$ cat src/rtl/lcd_char_writer_if.sv
// lcd_char_writer_if
//   Write-request channel from user logic into lcd_char_writer.
//   The master (user logic) drives in_valid, in_rs and in_data.
//   The slave (lcd_char_writer) drives in_ready.
//   A write transfers on a cycle where in_valid && in_ready.
//   Signals:
//     in_valid  master -> slave  write request
//     in_ready  slave -> master  writer can accept a write
//     in_rs     master -> slave  0 = command, 1 = character data
//     in_data   master -> slave  command or character byte
interface lcd_char_writer_if;
    logic       in_valid;
    logic       in_ready;
    logic       in_rs;
    logic [7:0] in_data;

    modport master (output in_valid, output in_rs, output in_data, input in_ready);
    modport slave  (input in_valid, input in_rs, input in_data, output in_ready);
endinterface

$ cat src/rtl/lcd_char_writer.sv
// lcd_char_writer
//   HD44780-class LCD controller. After power-up it runs the init sequence.
//   It then accepts command and character writes over a valid/ready channel.
//   Each write goes out on an 8-bit or 4-bit bus with programmable en timing.
//   The block tracks the cursor and wraps to the next line automatically.
//   Optional feature macro: LCD_BUSY_POLL_EN. When it is defined, each
//   post-init write is followed by a busy-flag poll instead of a fixed wait.
//   Ports:
//     clk      system clock
//     rstBt    asynchronous active-high reset
//     bus      write channel (lcd_char_writer_if.slave)
//     LCD      LCD data bus drive value (BUS_W bits)
//     LCD_oe   1 = drive the LCD bus, 0 = release it for reads
//     LCD_in   LCD bus readback (used only by the busy poll)
//     en       LCD enable strobe
//     RS       LCD register select
//     RW       LCD read/write (1 = read)
//     busy     init sequence in progress
//     cur_row  tracked cursor row
//     cur_col  tracked cursor column
//   All outputs are registered.
module lcd_char_writer #(
    parameter int CLK_HZ  = 50000000,
    parameter int BUS_W   = 8,
    parameter int COLS    = 16,
    parameter int ROWS    = 2,
    parameter int EN_CYC  = 25,
    parameter int CMD_CYC = 2500,
    parameter int CLR_CYC = 82000,
    parameter int PWR_CYC = 750000
) (
    input  logic                       clk,
    input  logic                       rstBt,
    lcd_char_writer_if.slave           bus,
    output logic [BUS_W-1:0]           LCD,
    output logic                       LCD_oe,
    input  logic [BUS_W-1:0]           LCD_in,
    output logic                       en,
    output logic                       RS,
    output logic                       RW,
    output logic                       busy,
    output logic                       cur_row,
    output logic [$clog2(COLS+1)-1:0]  cur_col
);
    localparam int          CW        = $clog2(COLS + 1);
    localparam logic [31:0] EN_LAST   = 32'(EN_CYC - 1);
    localparam logic [31:0] CMD_LAST  = 32'(CMD_CYC - 1);
    localparam logic [31:0] CLR_LAST  = 32'(CLR_CYC - 1);
    localparam logic [31:0] PWR_LAST  = 32'(PWR_CYC - 1);
    localparam logic [31:0] CLK_HZ_L  = 32'(CLK_HZ);
    localparam logic [3:0]  INIT_N    = (BUS_W == 4) ? 4'd8 : 4'd7;
    localparam logic [CW-1:0] COL_FULL = CW'(COLS);
    localparam logic [CW-1:0] COL_LAST = CW'(COLS - 1);
    localparam logic [7:0]  FSET8     = (ROWS == 1) ? 8'h30 : 8'h38;
    localparam logic [7:0]  FSET4     = (ROWS == 1) ? 8'h20 : 8'h28;

    typedef enum logic [3:0] {
        S_PWR_WAIT   = 4'd0,
        S_INIT       = 4'd1,
        S_IDLE       = 4'd2,
        S_SETUP      = 4'd3,
        S_EN_HI      = 4'd4,
        S_EN_LO      = 4'd5,
        S_WAIT       = 4'd6
`ifdef LCD_BUSY_POLL_EN
        ,
        S_POLL_SETUP = 4'd7,
        S_POLL_HI    = 4'd8,
        S_POLL_LO    = 4'd9
`endif
    } state_t;

    state_t      r_state;
    logic [31:0] r_cnt;
    logic [7:0]  r_byte;       // byte currently on the bus (needed for the low nibble)
    logic        r_second;     // 4-bit mode: low nibble / second poll nibble in progress
    logic        r_single;     // 4-bit init nibble sent with a single strobe
    logic        r_long;       // current write needs the clear/home wait
    logic [3:0]  r_init_idx;
    logic        r_init_done;
    logic        r_pend_char;  // character held back behind an auto-wrap command
    logic [7:0]  r_pend_byte;
    logic        r_in_ready;
`ifdef LCD_BUSY_POLL_EN
    logic        r_bf;         // busy flag sampled during the poll
`endif
    logic        w_next_row;
    logic [7:0]  w_wrap_cmd;
    logic        w_unused_sink;

    // Init bytes; 4-bit mode starts with four single-nibble strobes 3,3,3,2.
    function automatic logic [7:0] init_byte(input logic [3:0] idx);
        logic [7:0] b;
        b = 8'h00;
        if (BUS_W == 4) begin
            case (idx)
                4'd0, 4'd1, 4'd2: b = 8'h30;
                4'd3:             b = 8'h20;
                4'd4:             b = FSET4;
                4'd5:             b = 8'h0C;
                4'd6:             b = 8'h06;
                4'd7:             b = 8'h01;
                default:          b = 8'h00;
            endcase
        end else begin
            case (idx)
                4'd0, 4'd1, 4'd2, 4'd3: b = FSET8;
                4'd4:                   b = 8'h0C;
                4'd5:                   b = 8'h06;
                4'd6:                   b = 8'h01;
                default:                b = 8'h00;
            endcase
        end
        return b;
    endfunction

    // Value placed on the bus: the whole byte, or the selected nibble in 4-bit mode.
    function automatic logic [BUS_W-1:0] bus_val(input logic [7:0] b, input logic lo);
        logic [7:0] t;
        if (BUS_W == 8) begin
            t = b;
        end else if (lo) begin
            t = {4'h0, b[3:0]};
        end else begin
            t = {4'h0, b[7:4]};
        end
        return t[BUS_W-1:0];
    endfunction

    // Clear (0x01) and home (0x02/0x03) need the long post-write wait.
    function automatic logic is_long(input logic rs, input logic [7:0] b);
        return !rs && (b == 8'h01 || b == 8'h02 || b == 8'h03);
    endfunction

    assign w_next_row    = (ROWS == 2) ? ~cur_row : 1'b0;
    assign w_wrap_cmd    = w_next_row ? 8'hC0 : 8'h80;
    assign bus.in_ready  = r_in_ready;
    assign w_unused_sink = ^{LCD_in, CLK_HZ_L};

    // Main controller FSM: init sequence, write strobes, waits, cursor tracking.
    always_ff @(posedge clk or posedge rstBt) begin
        if (rstBt) begin
            r_state     <= S_PWR_WAIT;
            r_cnt       <= 32'd0;
            r_byte      <= 8'h00;
            r_second    <= 1'b0;
            r_single    <= 1'b0;
            r_long      <= 1'b0;
            r_init_idx  <= 4'd0;
            r_init_done <= 1'b0;
            r_pend_char <= 1'b0;
            r_pend_byte <= 8'h00;
            r_in_ready  <= 1'b0;
`ifdef LCD_BUSY_POLL_EN
            r_bf        <= 1'b0;
`endif
            LCD         <= '0;
            LCD_oe      <= 1'b1;
            en          <= 1'b0;
            RS          <= 1'b0;
            RW          <= 1'b0;
            busy        <= 1'b1;
            cur_row     <= 1'b0;
            cur_col     <= '0;
        end else begin
            case (r_state)
                S_PWR_WAIT: begin
                    if (r_cnt == PWR_LAST) begin
                        r_cnt   <= 32'd0;
                        r_state <= S_INIT;
                    end else begin
                        r_cnt <= r_cnt + 32'd1;
                    end
                end
                S_INIT: begin
                    r_byte     <= init_byte(r_init_idx);
                    r_single   <= (BUS_W == 4) && (r_init_idx < 4'd4);
                    r_long     <= is_long(1'b0, init_byte(r_init_idx));
                    r_second   <= 1'b0;
                    RS         <= 1'b0;
                    LCD        <= bus_val(init_byte(r_init_idx), 1'b0);
                    r_init_idx <= r_init_idx + 4'd1;
                    r_cnt      <= 32'd0;
                    r_state    <= S_SETUP;
                end
                S_IDLE: begin
                    if (bus.in_valid) begin
                        r_in_ready <= 1'b0;
                        r_second   <= 1'b0;
                        r_single   <= 1'b0;
                        r_cnt      <= 32'd0;
                        r_state    <= S_SETUP;
                        if (bus.in_rs && cur_col == COL_FULL) begin
                            // Line full: move to the next line first, hold the character.
                            r_byte      <= w_wrap_cmd;
                            RS          <= 1'b0;
                            LCD         <= bus_val(w_wrap_cmd, 1'b0);
                            r_long      <= 1'b0;
                            r_pend_char <= 1'b1;
                            r_pend_byte <= bus.in_data;
                            cur_row     <= w_next_row;
                            cur_col     <= '0;
                        end else begin
                            r_byte <= bus.in_data;
                            RS     <= bus.in_rs;
                            LCD    <= bus_val(bus.in_data, 1'b0);
                            r_long <= is_long(bus.in_rs, bus.in_data);
                            if (bus.in_rs) begin
                                cur_col <= cur_col + CW'(1);
                            end else if (is_long(bus.in_rs, bus.in_data)) begin
                                cur_row <= 1'b0;
                                cur_col <= '0;
                            end else if (bus.in_data[7]) begin
                                cur_row <= bus.in_data[6];
                                if ({1'b0, bus.in_data[5:0]} >= 7'(COLS - 1)) begin
                                    cur_col <= COL_LAST;
                                end else begin
                                    cur_col <= CW'(bus.in_data[5:0]);
                                end
                            end
                        end
                    end
                end
                S_SETUP: begin
                    if (r_cnt == 32'd1) begin
                        en      <= 1'b1;
                        r_cnt   <= 32'd0;
                        r_state <= S_EN_HI;
                    end else begin
                        r_cnt <= r_cnt + 32'd1;
                    end
                end
                S_EN_HI: begin
                    if (r_cnt == EN_LAST) begin
                        en      <= 1'b0;
                        r_cnt   <= 32'd0;
                        r_state <= S_EN_LO;
                    end else begin
                        r_cnt <= r_cnt + 32'd1;
                    end
                end
                S_EN_LO: begin
                    if (r_cnt == EN_LAST) begin
                        r_cnt <= 32'd0;
                        if (BUS_W == 4 && !r_single && !r_second) begin
                            r_second <= 1'b1;
                            LCD      <= bus_val(r_byte, 1'b1);
                            r_state  <= S_SETUP;
`ifdef LCD_BUSY_POLL_EN
                        end else if (r_init_done) begin
                            RS       <= 1'b0;
                            RW       <= 1'b1;
                            LCD_oe   <= 1'b0;
                            r_second <= 1'b0;
                            r_state  <= S_POLL_SETUP;
`endif
                        end else begin
                            r_state <= S_WAIT;
                        end
                    end else begin
                        r_cnt <= r_cnt + 32'd1;
                    end
                end
                S_WAIT: begin
                    if (r_cnt == (r_long ? CLR_LAST : CMD_LAST)) begin
                        r_cnt <= 32'd0;
                        if (!r_init_done) begin
                            if (r_init_idx == INIT_N) begin
                                r_init_done <= 1'b1;
                                r_in_ready  <= 1'b1;
                                busy        <= 1'b0;
                                r_state     <= S_IDLE;
                            end else begin
                                r_state <= S_INIT;
                            end
                        end else if (r_pend_char) begin
                            r_pend_char <= 1'b0;
                            r_byte      <= r_pend_byte;
                            RS          <= 1'b1;
                            LCD         <= bus_val(r_pend_byte, 1'b0);
                            r_long      <= 1'b0;
                            r_second    <= 1'b0;
                            cur_col     <= cur_col + CW'(1);
                            r_state     <= S_SETUP;
                        end else begin
                            r_in_ready <= 1'b1;
                            r_state    <= S_IDLE;
                        end
                    end else begin
                        r_cnt <= r_cnt + 32'd1;
                    end
                end
`ifdef LCD_BUSY_POLL_EN
                S_POLL_SETUP: begin
                    if (r_cnt == 32'd1) begin
                        en      <= 1'b1;
                        r_cnt   <= 32'd0;
                        r_state <= S_POLL_HI;
                    end else begin
                        r_cnt <= r_cnt + 32'd1;
                    end
                end
                S_POLL_HI: begin
                    if (r_cnt == EN_LAST) begin
                        // The busy flag lives in the first (high) nibble only.
                        if (!r_second) begin
                            r_bf <= LCD_in[BUS_W-1];
                        end
                        en      <= 1'b0;
                        r_cnt   <= 32'd0;
                        r_state <= S_POLL_LO;
                    end else begin
                        r_cnt <= r_cnt + 32'd1;
                    end
                end
                S_POLL_LO: begin
                    if (r_cnt == EN_LAST) begin
                        r_cnt <= 32'd0;
                        if (BUS_W == 4 && !r_second) begin
                            r_second <= 1'b1;
                            r_state  <= S_POLL_SETUP;
                        end else if (r_bf) begin
                            r_second <= 1'b0;
                            r_state  <= S_POLL_SETUP;
                        end else begin
                            RW       <= 1'b0;
                            LCD_oe   <= 1'b1;
                            r_second <= 1'b0;
                            if (r_pend_char) begin
                                r_pend_char <= 1'b0;
                                r_byte      <= r_pend_byte;
                                RS          <= 1'b1;
                                LCD         <= bus_val(r_pend_byte, 1'b0);
                                r_long      <= 1'b0;
                                cur_col     <= cur_col + CW'(1);
                                r_state     <= S_SETUP;
                            end else begin
                                r_in_ready <= 1'b1;
                                r_state    <= S_IDLE;
                            end
                        end
                    end else begin
                        r_cnt <= r_cnt + 32'd1;
                    end
                end
`endif
                default: begin
                    r_cnt   <= 32'd0;
                    r_state <= S_PWR_WAIT;
                end
            endcase
        end
    end
endmodule
$ cat src/flat_wrapper.sv
// flat-port wrapper written by rule: the top's interface ports become plain ports
module lcd_char_writer_flat 
#(
    parameter int CLK_HZ  = 50000000,
    parameter int BUS_W   = 8,
    parameter int COLS    = 16,
    parameter int ROWS    = 2,
    parameter int EN_CYC  = 25,
    parameter int CMD_CYC = 2500,
    parameter int CLR_CYC = 82000,
    parameter int PWR_CYC = 750000
)
  (clk, rstBt, LCD, LCD_oe, LCD_in, en, RS, RW, busy, cur_row, cur_col, bus_in_valid, bus_in_rs, bus_in_data, bus_in_ready);
  lcd_char_writer_if bus_i ();
  input  logic clk;
  input  logic rstBt;
  output logic [BUS_W-1:0] LCD;
  output logic LCD_oe;
  input  logic [BUS_W-1:0] LCD_in;
  output logic en;
  output logic RS;
  output logic RW;
  output logic busy;
  output logic cur_row;
  output logic [$clog2(COLS+1)-1:0] cur_col;
  input wire logic [$bits(bus_i.in_valid)-1:0] bus_in_valid;
  input wire logic [$bits(bus_i.in_rs)-1:0] bus_in_rs;
  input wire logic [$bits(bus_i.in_data)-1:0] bus_in_data;
  output wire logic [$bits(bus_i.in_ready)-1:0] bus_in_ready;
  assign bus_i.in_valid = bus_in_valid;
  assign bus_i.in_rs = bus_in_rs;
  assign bus_i.in_data = bus_in_data;
  assign bus_in_ready = bus_i.in_ready;
  lcd_char_writer #(.CLK_HZ(CLK_HZ), .BUS_W(BUS_W), .COLS(COLS), .ROWS(ROWS), .EN_CYC(EN_CYC), .CMD_CYC(CMD_CYC), .CLR_CYC(CLR_CYC), .PWR_CYC(PWR_CYC)) u_core (.clk(clk), .rstBt(rstBt), .bus(bus_i), .LCD(LCD), .LCD_oe(LCD_oe), .LCD_in(LCD_in), .en(en), .RS(RS), .RW(RW), .busy(busy), .cur_row(cur_row), .cur_col(cur_col));
endmodule
$ cat config.mk
export PLATFORM = sky130hd
export DESIGN_NAME = lcd_char_writer_flat
export DESIGN_NICKNAME = d
export VERILOG_FILES = /design/src/rtl/lcd_char_writer_if.sv /design/src/rtl/lcd_char_writer.sv /design/src/flat_wrapper.sv
export SDC_FILE = /design/constraint.sdc
export NUM_CORES = 1
export LEC_CHECK = 0
export BUFFER_PORTS_ARGS = -buffer_cell sky130_fd_sc_hd__buf_4
export CORE_ASPECT_RATIO = 0.5
export CORE_MARGIN = 2
export CORE_UTILIZATION = 62
export CTS_BUF_LIST = sky130_fd_sc_hd__clkbuf_2 sky130_fd_sc_hd__clkbuf_4 sky130_fd_sc_hd__clkbuf_8
export DETAILED_ROUTE_END_ITERATION = 16
export MAX_ROUTING_LAYER = met4
export PLACE_DENSITY_LB_ADDON = 0.05
export SKIP_LAST_GASP = 1
export SYNTH_ARGS = -nofsm -noshare
export SYNTH_HDL_FRONTEND = slang
export SYNTH_SLANG_ARGS = --single-unit
$ cat constraint.sdc
create_clock -name clk -period 2.7 [get_ports clk]
set_clock_uncertainty 0.05 [all_clocks]
set_input_delay 0.135 -clock clk [delete_from_list [all_inputs] [get_ports clk]]
set_output_delay 0.135 -clock clk [all_outputs]
set_load 0.005 [all_outputs]
==> results of run 1 <==
worst paths after layout:
path                       cells past startpoint             start  slack [ns]                    end
max reg2reg                                    7  u_core.r_cnt[23]        0.18       u_core.r_cnt[25]
max                                            7  u_core.r_cnt[23]        0.18       u_core.r_cnt[25]
max in group asynchronous                      4             rstBt        1.52            u_core.busy
min reg2reg                                    1       u_core.busy        0.41            u_core.busy
min                                            2    bus_in_data[2]        0.02  u_core.r_pend_byte[2]
min in group asynchronous                      3             rstBt        0.38        u_core.r_cnt[4]
cell usage in the layout (no fill, tap or decap), types with 9 or more instances in the layout:
cell	instances
buf_4	46
o22ai_1	29
nor2b_1	10
a21oi_1	21
o21ai_0	14
nand3_1	28
and2_1	14
ha_1	9
nor2_1	27
o21ai_1	9
nor4_1	9
nor3_1	21
inv_1	13
mux2_2	9
mux2_4	9
dfrtp_1	67
nand2_1	78
nand4_1	13
clkbuf_8	12
cells by family (layout without fill, tap and decap cells):
kind of cell / after synthesis / count (layout) / share of synthesized area, %
simple gates: 246 / 246 / 31.4
fa+ha+maj: 9 / 9 / 2.50
mux: 20 / 20 / 5.70
other cells: 1 / 2 / 0.0833
buf+inv: 49 / 86 / 5.42
compound gates: 110 / 111 / 16.3
flops: 68 / 68 / 37.8
xor+xnor: 4 / 4 / 0.778
layout make-up:
type / instances / area, µm²
sequential: 68 / 1700
tap: 92 / 115
multi-input combinational: 392 / 2600
inverter: 15 / 56.3
timing repair buffer: 55 / 445
clock inverter: 3 / 20.0
clock buffer: 13 / 173
fill: 508 / 1750
flip-flops by register name (all words and copies together) (netlist names):
name,flops
u_core.LCD,8
u_core.r_init_done,1
u_core.r_pend_byte,8
u_core.cur_row,1
u_core.RS,1
u_core.r_cnt,32
u_core.r_state,3
u_core.en,1
u_core.r_init_idx,4
u_core.bus.in_ready,1
u_core.r_long,1
u_core.busy,1
u_core.cur_col,5
u_core.r_pend_char,1
per-stage QoR:
stage | cell area (µm²) | utilization [%] | hold slack, ns | TNS, ns
after floorplan | 4510 | - | 0.236 | 0
after global placement | 4810 | 70.1 | 0.217 | 0
after detailed placement | 4810 | 70.1 | 0.205 | 0
after CTS | 5080 | 74.1 | 0.000341 | 0
after global routing | 5110 | 74.5 | 0.00697 | -0.0250
final | 5110 | 74.5 | 0.0168 | 0
layer usage:
layer  vias up  GRT usage [%]  share of wire, %
met1      1943           38.2                44
met5         -              -                 0
met3        23           8.12               7.1
li1       1924              -                 -
met4         0           9.55               1.9
met2       135           50.8                47
power groups by stage:
stage          Sequential, mW  Combinational, mW  Clock (mW)
2_1_floorplan            1.40               1.28           0
3_3_place_gp             1.46               1.71           0
3_5_place_dp             1.47               1.75           0
4_1_cts                  1.45               1.77       0.833
5_1_grt                  1.50               2.00       0.881
6_report                 1.47               1.84       0.821
what timing repair did:
action,4_1_cts,5_1_grt
hold endpoints to repair,33,0
endpoints found under the setup margin,0,1
gates resized for setup,0,2
hold buffers,8,0
worst max-delay path, cell delays in order, from the launching register on:
cell and delay, ns:
dfrtp_1 0.46, nor4_4 0.42, nand3_1 0.17, nor4_2 0.61, o31ai_4 0.23, buf_4 0.22
o22ai_1 0.17, nand2_1 0.06
==> impl_results.md, run 1 <==
- Crit path capture type: flop
- Routed WL per cell: 17.5 µm
- Placed Cells: 613
- IO Count: 40
- Overall routing resource usage: 31.0%
- Yosys warnings: 2
- Clock transition at the registers of the reported paths: 0.07 ns
- DR vias/cell: 6.31
- Hold Vio Cnt, Final: 0
- Setup CP Type: flop to flop
- Prevailing post-synth register cell: dfrtp_1
- DR vias: 4,025
- Synth unique cells: 70
- CTS Root Cell: clkbuf_8
- Final setup viols: 0
- Leak Pwr: 2.31 nW
- Largest area contributor in the netlist: dfrtp_1
- #FFs+latches synth: 68
- DRT Pass-1 Iters: 5
- Clk network pwr share: 19.9%
- Post-synth top cells: nand2_1 (78), dfrtp_1 (67), o22ai_1 (29)
- CP startpoint kind: flop
- Critical path peak fanout: 10
- Die Wd: 125 µm
- Layout Area Growth over Synthesis: 13.5%
- Latest clock arrival within the worst-skew pair: 0.37 ns
- Syn_area_per_cell: 8.88 µm²
- Maxcap violations: 0
- Grt total ovfl: 0
- 1st-iter DRT viols: 293
- Part of the power in registers: 35.5%
- Number of antenna diodes: 0
- Total power: 4.13 mW
- HPWL Detailed: 7280 µm
- DR DRC count: 0
- Power per cell area: 808 nW/µm²
- Switching Fraction: 41.0%
- Post-synthesis sequential area ratio: 37.8%
- Int Pwr: 2.44 mW
- Initial Utilization: 65.6%
- Vias in the first global route: 3,904
- Synth area leaders: dfrtp_1 (37%), nand2_1 (6.5%), o22ai_1 (4.0%)
- DRT Wirelength: 11,200 µm
- Number of synthesized flops with an enable pin: 0
- Final Wtd Congestion: 0.865
- Share of layout cells above drive strength 1: 20.0%
- Max Freq: 0.397 GHz
- Pre-CTS WS: 0.204 ns
- Synth async-reset ratio: 100%
- Worst Slack Setup Final: 0.179 ns
- TritonCTS buffer count: 9
- Top cell type's share of synthesized area: 37.2%
- Port bufs: 29
- Nets@finish: 570
- Hold Crit Class: primary input to flop
- Die area: 8000 µm²
- Final Cycle Share: 93.4%
- Top-count cell post-synth: nand2_1
- Maximum vdd drop: 0.669 mV
- Clock Sinks: 68
- H-Tree Depth: 3
- Chip height: 64.3 µm
- Least-Margin Pin Slew: 0.884 ns
- Critical path arrival: 2.72 ns
- Initial antenna violation count: 0
- Core Box Area: 6860 µm²
- Max Root-Sink Buffers: 2
- CP required: 2.89 ns
- Postcts setup bufs: 0
- Placement Rows: 21
- Post-DRT Antenna Nets: 0
- Worst rel slew slack: 40.7%
- CTS tree: yes
- Net Switching: 1.69 mW
- Outcome: finished, final reports clean
- Largest net degree at the start of global routing: 43
- Synthesized netlist cell count: 507
- Final Slew Violations: 0
- Combinational power share: 44.6%
- Final non-filler cell total: 638
- First-pass GRT wire length: 19,100 µm
- Mapped Area: 4500 µm²
- Period minus WS final: 2.52 ns
Note: power is estimated with default switching activity, not from simulation.
==> inputs of run 2 (changes only) <==
--- a/config.mk
+++ b/config.mk
@@ -6,11 +6,14 @@
 export NUM_CORES = 1
 export LEC_CHECK = 0
 export BUFFER_PORTS_ARGS = -buffer_cell sky130_fd_sc_hd__buf_4
+export CELL_PAD_IN_SITES_DETAIL_PLACEMENT = 0
+export CELL_PAD_IN_SITES_GLOBAL_PLACEMENT = 1
 export CORE_ASPECT_RATIO = 0.5
 export CORE_MARGIN = 2
-export CORE_UTILIZATION = 62
+export CORE_UTILIZATION = 48
 export CTS_BUF_LIST = sky130_fd_sc_hd__clkbuf_2 sky130_fd_sc_hd__clkbuf_4 sky130_fd_sc_hd__clkbuf_8
 export DETAILED_ROUTE_END_ITERATION = 16
+export GPL_TIMING_DRIVEN = 0
 export MAX_ROUTING_LAYER = met4
 export PLACE_DENSITY_LB_ADDON = 0.05
 export SKIP_LAST_GASP = 1
==> run 2 against run 1 <==
- die area up 28%
- design area up 0.32%
- clock power down 4.9%
- critical path depth down 1
- non-clock buffer count up 16
==> impl_results.md, run 2 (synthesis results as in run 1) <==
- DRT Pass-1 Iters: 4 (-1)
- Sum Neg Setup Slack: 0 ns (unchanged)
- HPWL Detailed: 7970 µm (+9.4%)
- DR DRC count: 0 (unchanged)
- Chip height: 72.5 µm (+13%)
- Port bufs: 28 (-3.4%)
- Post-layout util: 57.5% (-17 points)
- Routed WL per cell: 16.8 µm (-4.0%)
- Latest clock arrival within the worst-skew pair: 0.37 ns (about the same)
- Worst r2r src: u_core.r_cnt[26]
- CP startpoint kind: flop
- Final setup viols: 0 (unchanged)
- Postcts setup bufs: 0 (unchanged)
- Largest net degree at the start of global routing: 69 (+60%)
- Crit path capture type: flop
- Fin area: 5130 µm² (+0.32%)
- Initial antenna violation count: 0 (unchanged)
- Number of antenna diodes: 0 (unchanged)
- Hold WS: 0.123 ns (+0.107 ns)
- Pre-CTS WS: 0.278 ns (+0.0736 ns)
- Grt total ovfl: 0 (unchanged)
- Maxcap violations: 0 (unchanged)
- Clock transition at the registers of the reported paths: 0.08 ns (about the same)
- Max reg flops: 32 (unchanged)
- Hold Buf Count CTS: 9 (+1)
- Commonest non-fill, non-tap cells in the layout: nand2_1 (78), dfrtp_1 (67), buf_4 (33)
- IO Count: 40 (unchanged)
- Period minus WS final: 2.46 ns (-0.0601 ns)
- CTS tree: yes
- Min-Delay Startpoint: bus_in_valid
- Commonest non-fill, non-tap cell in the layout: nand2_1
- CTS Root Cell: clkbuf_8
- Power per cell area: 787 nW/µm² (-2.7%)
- Post-DRT Antenna Nets: 0 (unchanged)
- Die Wd: 141 µm (+13%)
- DRT Wirelength: 11,400 µm (+2.1%)
- Die area: 10,200 µm² (+28%)
- CP Cell Sequence: nor4_4, and4b_1, a41oi_2, nand2b_4, nor2_8, mux2_4
- Critical path peak fanout: 9 (-1)
- Critical path arrival: 2.66 ns (-0.06 ns)
- 1st-iter DRT viols: 229 (-22%)
- Final Slew Violations: 0 (unchanged)
- First-pass GRT wire length: 19,100 µm (-0.22%)
- Total power: 4.03 mW (-2.4%)
- Final Wtd Congestion: 0.853 (-1.3%)
- Overall routing resource usage: 24.5% (-6.5 points)
- RSZ-0062 raised after global routing: no
- Worst rel slew slack: 42.1% (+1.4 points)
- Post-DP Area: 4860 µm² (+1.2%)
- Worst Reg-to-Reg Cells: 6 (-1)
- RR Endpoint: u_core.r_long
- Worst Path Buf+Inv: 0 (-1)
- Max Freq: 0.406 GHz (+2.4%)
- Setup CP Type: flop to flop
- DR vias/cell: 5.79 (-8.1%)
- Biggest regs: u_core.r_cnt: 32 flops, u_core.LCD: 8 flops, u_core.r_pend_byte: 8 flops
- Layout Area Growth over Synthesis: 13.9%
- Share of layout cells above drive strength 1: 20.0% (about the same)
- Largest reg by FF count: u_core.r_cnt
- Hold Crit Class: primary input to flop
- Critical-path top delay cell: dfrtp_1
- TritonCTS buffer count: 9 (unchanged)
- Crit path largest cell delay: 0.48 ns (-0.13 ns)
- Hold EP: u_core.bus.in_ready
- Nets@finish: 585 (+2.6%)
- Final non-filler cell total: 678 (+6.3%)
- Placement Rows: 24 (+14%)
- Final Cycle Share: 91.1% (-2.2 points)
- Hold Vio Cnt, Final: 0 (unchanged)
- Leak Pwr: 2.33 nW (+0.85%)
- Post-CTS resize count: 0 (unchanged)
- H-Tree Depth: 3 (unchanged)
- Core Box Area: 8920 µm² (+30%)
- Reg-to-reg slack, setup: 0.24 ns (+0.06 ns)
- Worst Slack Setup Final: 0.239 ns (+0.0601 ns)
- Placed Cells: 653 (+6.5%)
- Maximum vdd drop: 0.495 mV (-26%)
- Outcome: finished, final reports clean
- Initial Utilization: 50.5% (-15 points)
- Least-Margin Pin Slew: 0.868 ns (-0.0162 ns)
- DR vias: 3,929 (-2.4%)
- Hold depth: 4 (+2)
- CP top delay family: simple AND/OR/NAND/NOR gates
- CP required: 2.90 ns (about the same)
- Clock Sinks: 68 (unchanged)
- Vias in the first global route: 3,755 (-3.8%)
- Max Root-Sink Buffers: 2 (unchanged)
run 2: cell count changes in the layout (fill, tap and decap cells not counted), moves of 3 or more:
| cell | change |
|---|---|
| buf_2 | +14 |
| buf_6 | +3 |
| clkbuf_1 | +10 |
| buf_4 | -13 |
| clkbuf_8 | -3 |
run 2: worst max-delay path by stage:
stage	cells past startpoint	startpoint	to
CTS	6	u_core.r_cnt[26]	u_core.LCD[6]
global route	7	u_core.r_cnt[0]	u_core.r_cnt[22]
global placement	2	rstBt	u_core.cur_col[1]
finish	6	u_core.r_cnt[26]	u_core.r_long
detailed placement	6	u_core.r_cnt[26]	u_core.LCD[1]
floorplan	6	u_core.r_cnt[26]	u_core.LCD[0]
run 2: cell type report:
cell class,count,area (µm²)
plain buffers,34,188
clock buffers,10,131
clock inverters,6,41.3
fillers,814,3790
inverters,15,58.8
multi-input cells,391,2560
flip-flops and latches,68,1700
well taps,117,146
repair buffers,37,300
run 2: where the power goes:
part	leakage (nW)	total (mW)	internal, mW	switching [mW]
Sequential	0.902	1.41	1.23	0.186
Clock	0.0817	0.781	0.341	0.440
Combinational	1.35	1.84	0.783	1.06
run 2: per-layer routing:
metal  share of wire (%)  track usage [%]  up-vias  wire (µm)
met5                   0                -        -          0
met4                0.89             6.56        0        102
met3                 5.1             5.21       12        577
met2                  45             39.4       89       5080
met1                  49             32.0     1880       5640
li1                    -                -     1948          -
run 2: tightest hold or removal path, stage by stage:
cell     delay (ns)
buf_4          0.12
nor2b_1        0.05
o22ai_1        0.12
a21oi_1        0.08
==> inputs of run 3 (changes only) <==
--- a/config.mk
+++ b/config.mk
@@ -16,6 +16,7 @@
 export GPL_TIMING_DRIVEN = 0
 export MAX_ROUTING_LAYER = met4
 export PLACE_DENSITY_LB_ADDON = 0.05
+export SKIP_CTS_REPAIR_TIMING = 1
 export SKIP_LAST_GASP = 1
 export SYNTH_ARGS = -nofsm -noshare
 export SYNTH_HDL_FRONTEND = slang
==> constraint.sdc (replaced) <==
create_clock -name clk -period 2.7 [get_ports clk]
set_clock_uncertainty 0.05 [all_clocks]
set_input_delay 0.135 -clock clk [delete_from_list [all_inputs] [get_ports clk]]
set_output_delay 0.135 -clock clk [all_outputs]
set_load 0.05 [all_outputs]
==> run 3 against run 2 <==
- clock power about the same
- critical endpoint unchanged
- largest power group unchanged
- sequential power about the same
- cell count down 0.15%
- sequential share of layout area up 0.065 points
- die area unchanged
==> impl_results.md, run 3 (synthesis results as in run 1) <==
- IO Count: 40 (unchanged)
- Routed WL per cell: 16.8 µm (about the same)
- Max reg flops: 32 (unchanged)
- DRT Wirelength: 11,400 µm (-0.14%)
- Fin area: 5120 µm² (-0.20%)
- Die Wd: 141 µm (unchanged)
- Hold Vio Cnt, Final: 0 (unchanged)
- Commonest non-fill, non-tap cells in the layout: nand2_1 (78), dfrtp_1 (67), buf_4 (33)
- Maxcap violations: 0 (unchanged)
- Commonest non-fill, non-tap cell in the layout: nand2_1
- Largest net degree at the start of global routing: 69 (unchanged)
- Post-DP Area: 4860 µm² (unchanged)
- Core Box Area: 8920 µm² (unchanged)
- Hold WS: 0.0110 ns (-0.112 ns)
- Combinational power share: 50.3% (+4.7 points)
- Critical path peak fanout: 9 (unchanged)
- Placement Rows: 24 (unchanged)
- Final Wtd Congestion: 0.853 (unchanged)
- Biggest regs: u_core.r_cnt: 32 flops, u_core.LCD: 8 flops, u_core.r_pend_byte: 8 flops
- Post-DRT Antenna Nets: 0 (unchanged)
- Number of antenna diodes: 0 (unchanged)
- DR vias: 3,905 (-0.61%)
- Critical path arrival: 2.65 ns (about the same)
- Maximum vdd drop: 0.595 mV (+20%)
- CTS Root Cell: clkbuf_8
- Hold Crit Class: primary input to flop
- Switching Fraction: 46.5% (+4.8 points)
- Worst rel slew slack: 41.6% (-0.57 points)
- 1st-iter DRT viols: 216 (-5.7%)
- Final Slew Violations: 0 (unchanged)
- Nets@finish: 584 (-0.17%)
- CP startpoint kind: flop
- Setup CP Type: flop to flop
- DR DRC count: 0 (unchanged)
- Chip height: 72.5 µm (unchanged)
- Leak Pwr: 2.33 nW (-0.18%)
- Sum Neg Setup Slack: 0 ns (unchanged)
- Layout Area Growth over Synthesis: 13.7%
- Filler cell count: 811 (-0.37%)
- Max Root-Sink Buffers: 2 (unchanged)
- Int Pwr: 2.36 mW (+0.47%)
- Share of layout cells above drive strength 1: 20.0% (+0.036 points)
- Final Cycle Share: 90.8% (-0.37 points)
- DRT Pass-1 Iters: 4 (unchanged)
- H-Tree Depth: 3 (unchanged)
- Crit path capture type: flop
- CP required: 2.90 ns (about the same)
- Largest reg by FF count: u_core.r_cnt
- Post-layout util: 57.4% (-0.11 points)
- Port bufs: 28 (unchanged)
- Worst Slack Setup Final: 0.249 ns (+0.00996 ns)
- Period minus WS final: 2.45 ns (-0.00996 ns)
- HPWL Detailed: 7970 µm (unchanged)
- Net Switching: 2.05 mW (+22%)
- RSZ-0062 raised after global routing: no
- Clock Sinks: 68 (unchanged)
- Part of the power in registers: 32.0% (-3.0 points)
- Final setup viols: 0 (unchanged)
- Outcome: finished, final reports clean
- Vias in the first global route: 3,713 (-1.1%)
- Clk network pwr share: 17.7% (-1.7 points)
- Max Freq: 0.408 GHz (+0.41%)
- Power per cell area: 862 nW/µm² (+9.6%)
- First-pass GRT wire length: 18,900 µm (-0.94%)
- Initial antenna violation count: 0 (unchanged)
- CTS tree: yes
- DR vias/cell: 5.77 (-0.46%)
- Least-Margin Pin Slew: 0.876 ns (+0.00852 ns)
- Pre-CTS WS: 0.278 ns (unchanged)
- Die area: 10,200 µm² (unchanged)
- Latest clock arrival within the worst-skew pair: 0.37 ns (about the same)
- Grt total ovfl: 0 (unchanged)
- Clock transition at the registers of the reported paths: 0.08 ns (about the same)
- Initial Utilization: 50.5% (unchanged)
- TritonCTS buffer count: 9 (unchanged)
- Overall routing resource usage: 24.3% (-0.18 points)
run 3: cell types whose count changed in the layout (fill, tap and decap cells not counted), sizes merged:
cell / change
dlygate4sd3: -1
run 3: worst max-delay path, cell delays in order, from the launching register on:
cell and delay (ns):
dfrtp_1 0.48, nor4_4 0.40, and4b_1 0.35, a41oi_2 0.20, nand2b_4 0.25, nor2_8 0.27, mux2_4 0.32
run 3: final timing paths:
path                                          to        startpoint  slack (ns)  cells after the start
max in group asynchronous        u_core.r_cnt[9]             rstBt        1.57                      3
max                                u_core.r_long  u_core.r_cnt[26]        0.25                      6
min reg2reg                          u_core.busy       u_core.busy        0.41                      1
max reg2reg                        u_core.r_long  u_core.r_cnt[26]        0.25                      6
min                        u_core.r_pend_byte[5]    bus_in_data[5]        0.01                      2
min in group asynchronous      u_core.r_state[0]             rstBt        0.48                      3
run 3: cell type report:
type / instances / area (µm²) / share of cell area (%)
Multi-Input combinational cell: 391 / 2560 / 50.0
Sequential cell: 68 / 1700 / 33.3
Timing Repair Buffer: 36 / 290 / 5.67
Buffer: 34 / 188 / 3.67
Tap cell: 117 / 146 / 2.86
Clock buffer: 10 / 131 / 2.57
Inverter: 15 / 58.8 / 1.15
Clock inverter: 6 / 41.3 / 0.807
run 3: metrics by stage:
stage | power [mW] | cells
4_1_cts | 4.43 | 669
5_1_grt | 4.69 | 677
3_5_place_dp | 3.64 | 653
2_1_floorplan | 3.05 | 508
3_3_place_gp | 3.63 | 653
6_report | 4.41 | 677
run 3: layer usage:
| metal | routed length (µm) | share of wire, % | track usage, % | up-vias |
|---|---|---|---|---|
| li1 | - | - | - | 1943 |
| met1 | 5710 | 50 | 32.0 | 1869 |
| met2 | 5050 | 44 | 38.8 | 81 |
| met3 | 519 | 4.6 | 5.21 | 12 |
| met4 | 105 | 0.92 | 6.56 | 0 |
| met5 | 0 | 0 | - | - |
run 3: power groups by stage:
stage | Clock [mW] | Combinational [mW] | Sequential [mW]
after global routing | 0.832 | 2.41 | 1.45
after global placement | 0 | 2.20 | 1.43
after floorplan | 0 | 1.29 | 1.76
after detailed placement | 0 | 2.21 | 1.43
after CTS | 0.800 | 2.21 | 1.41
final | 0.780 | 2.22 | 1.41
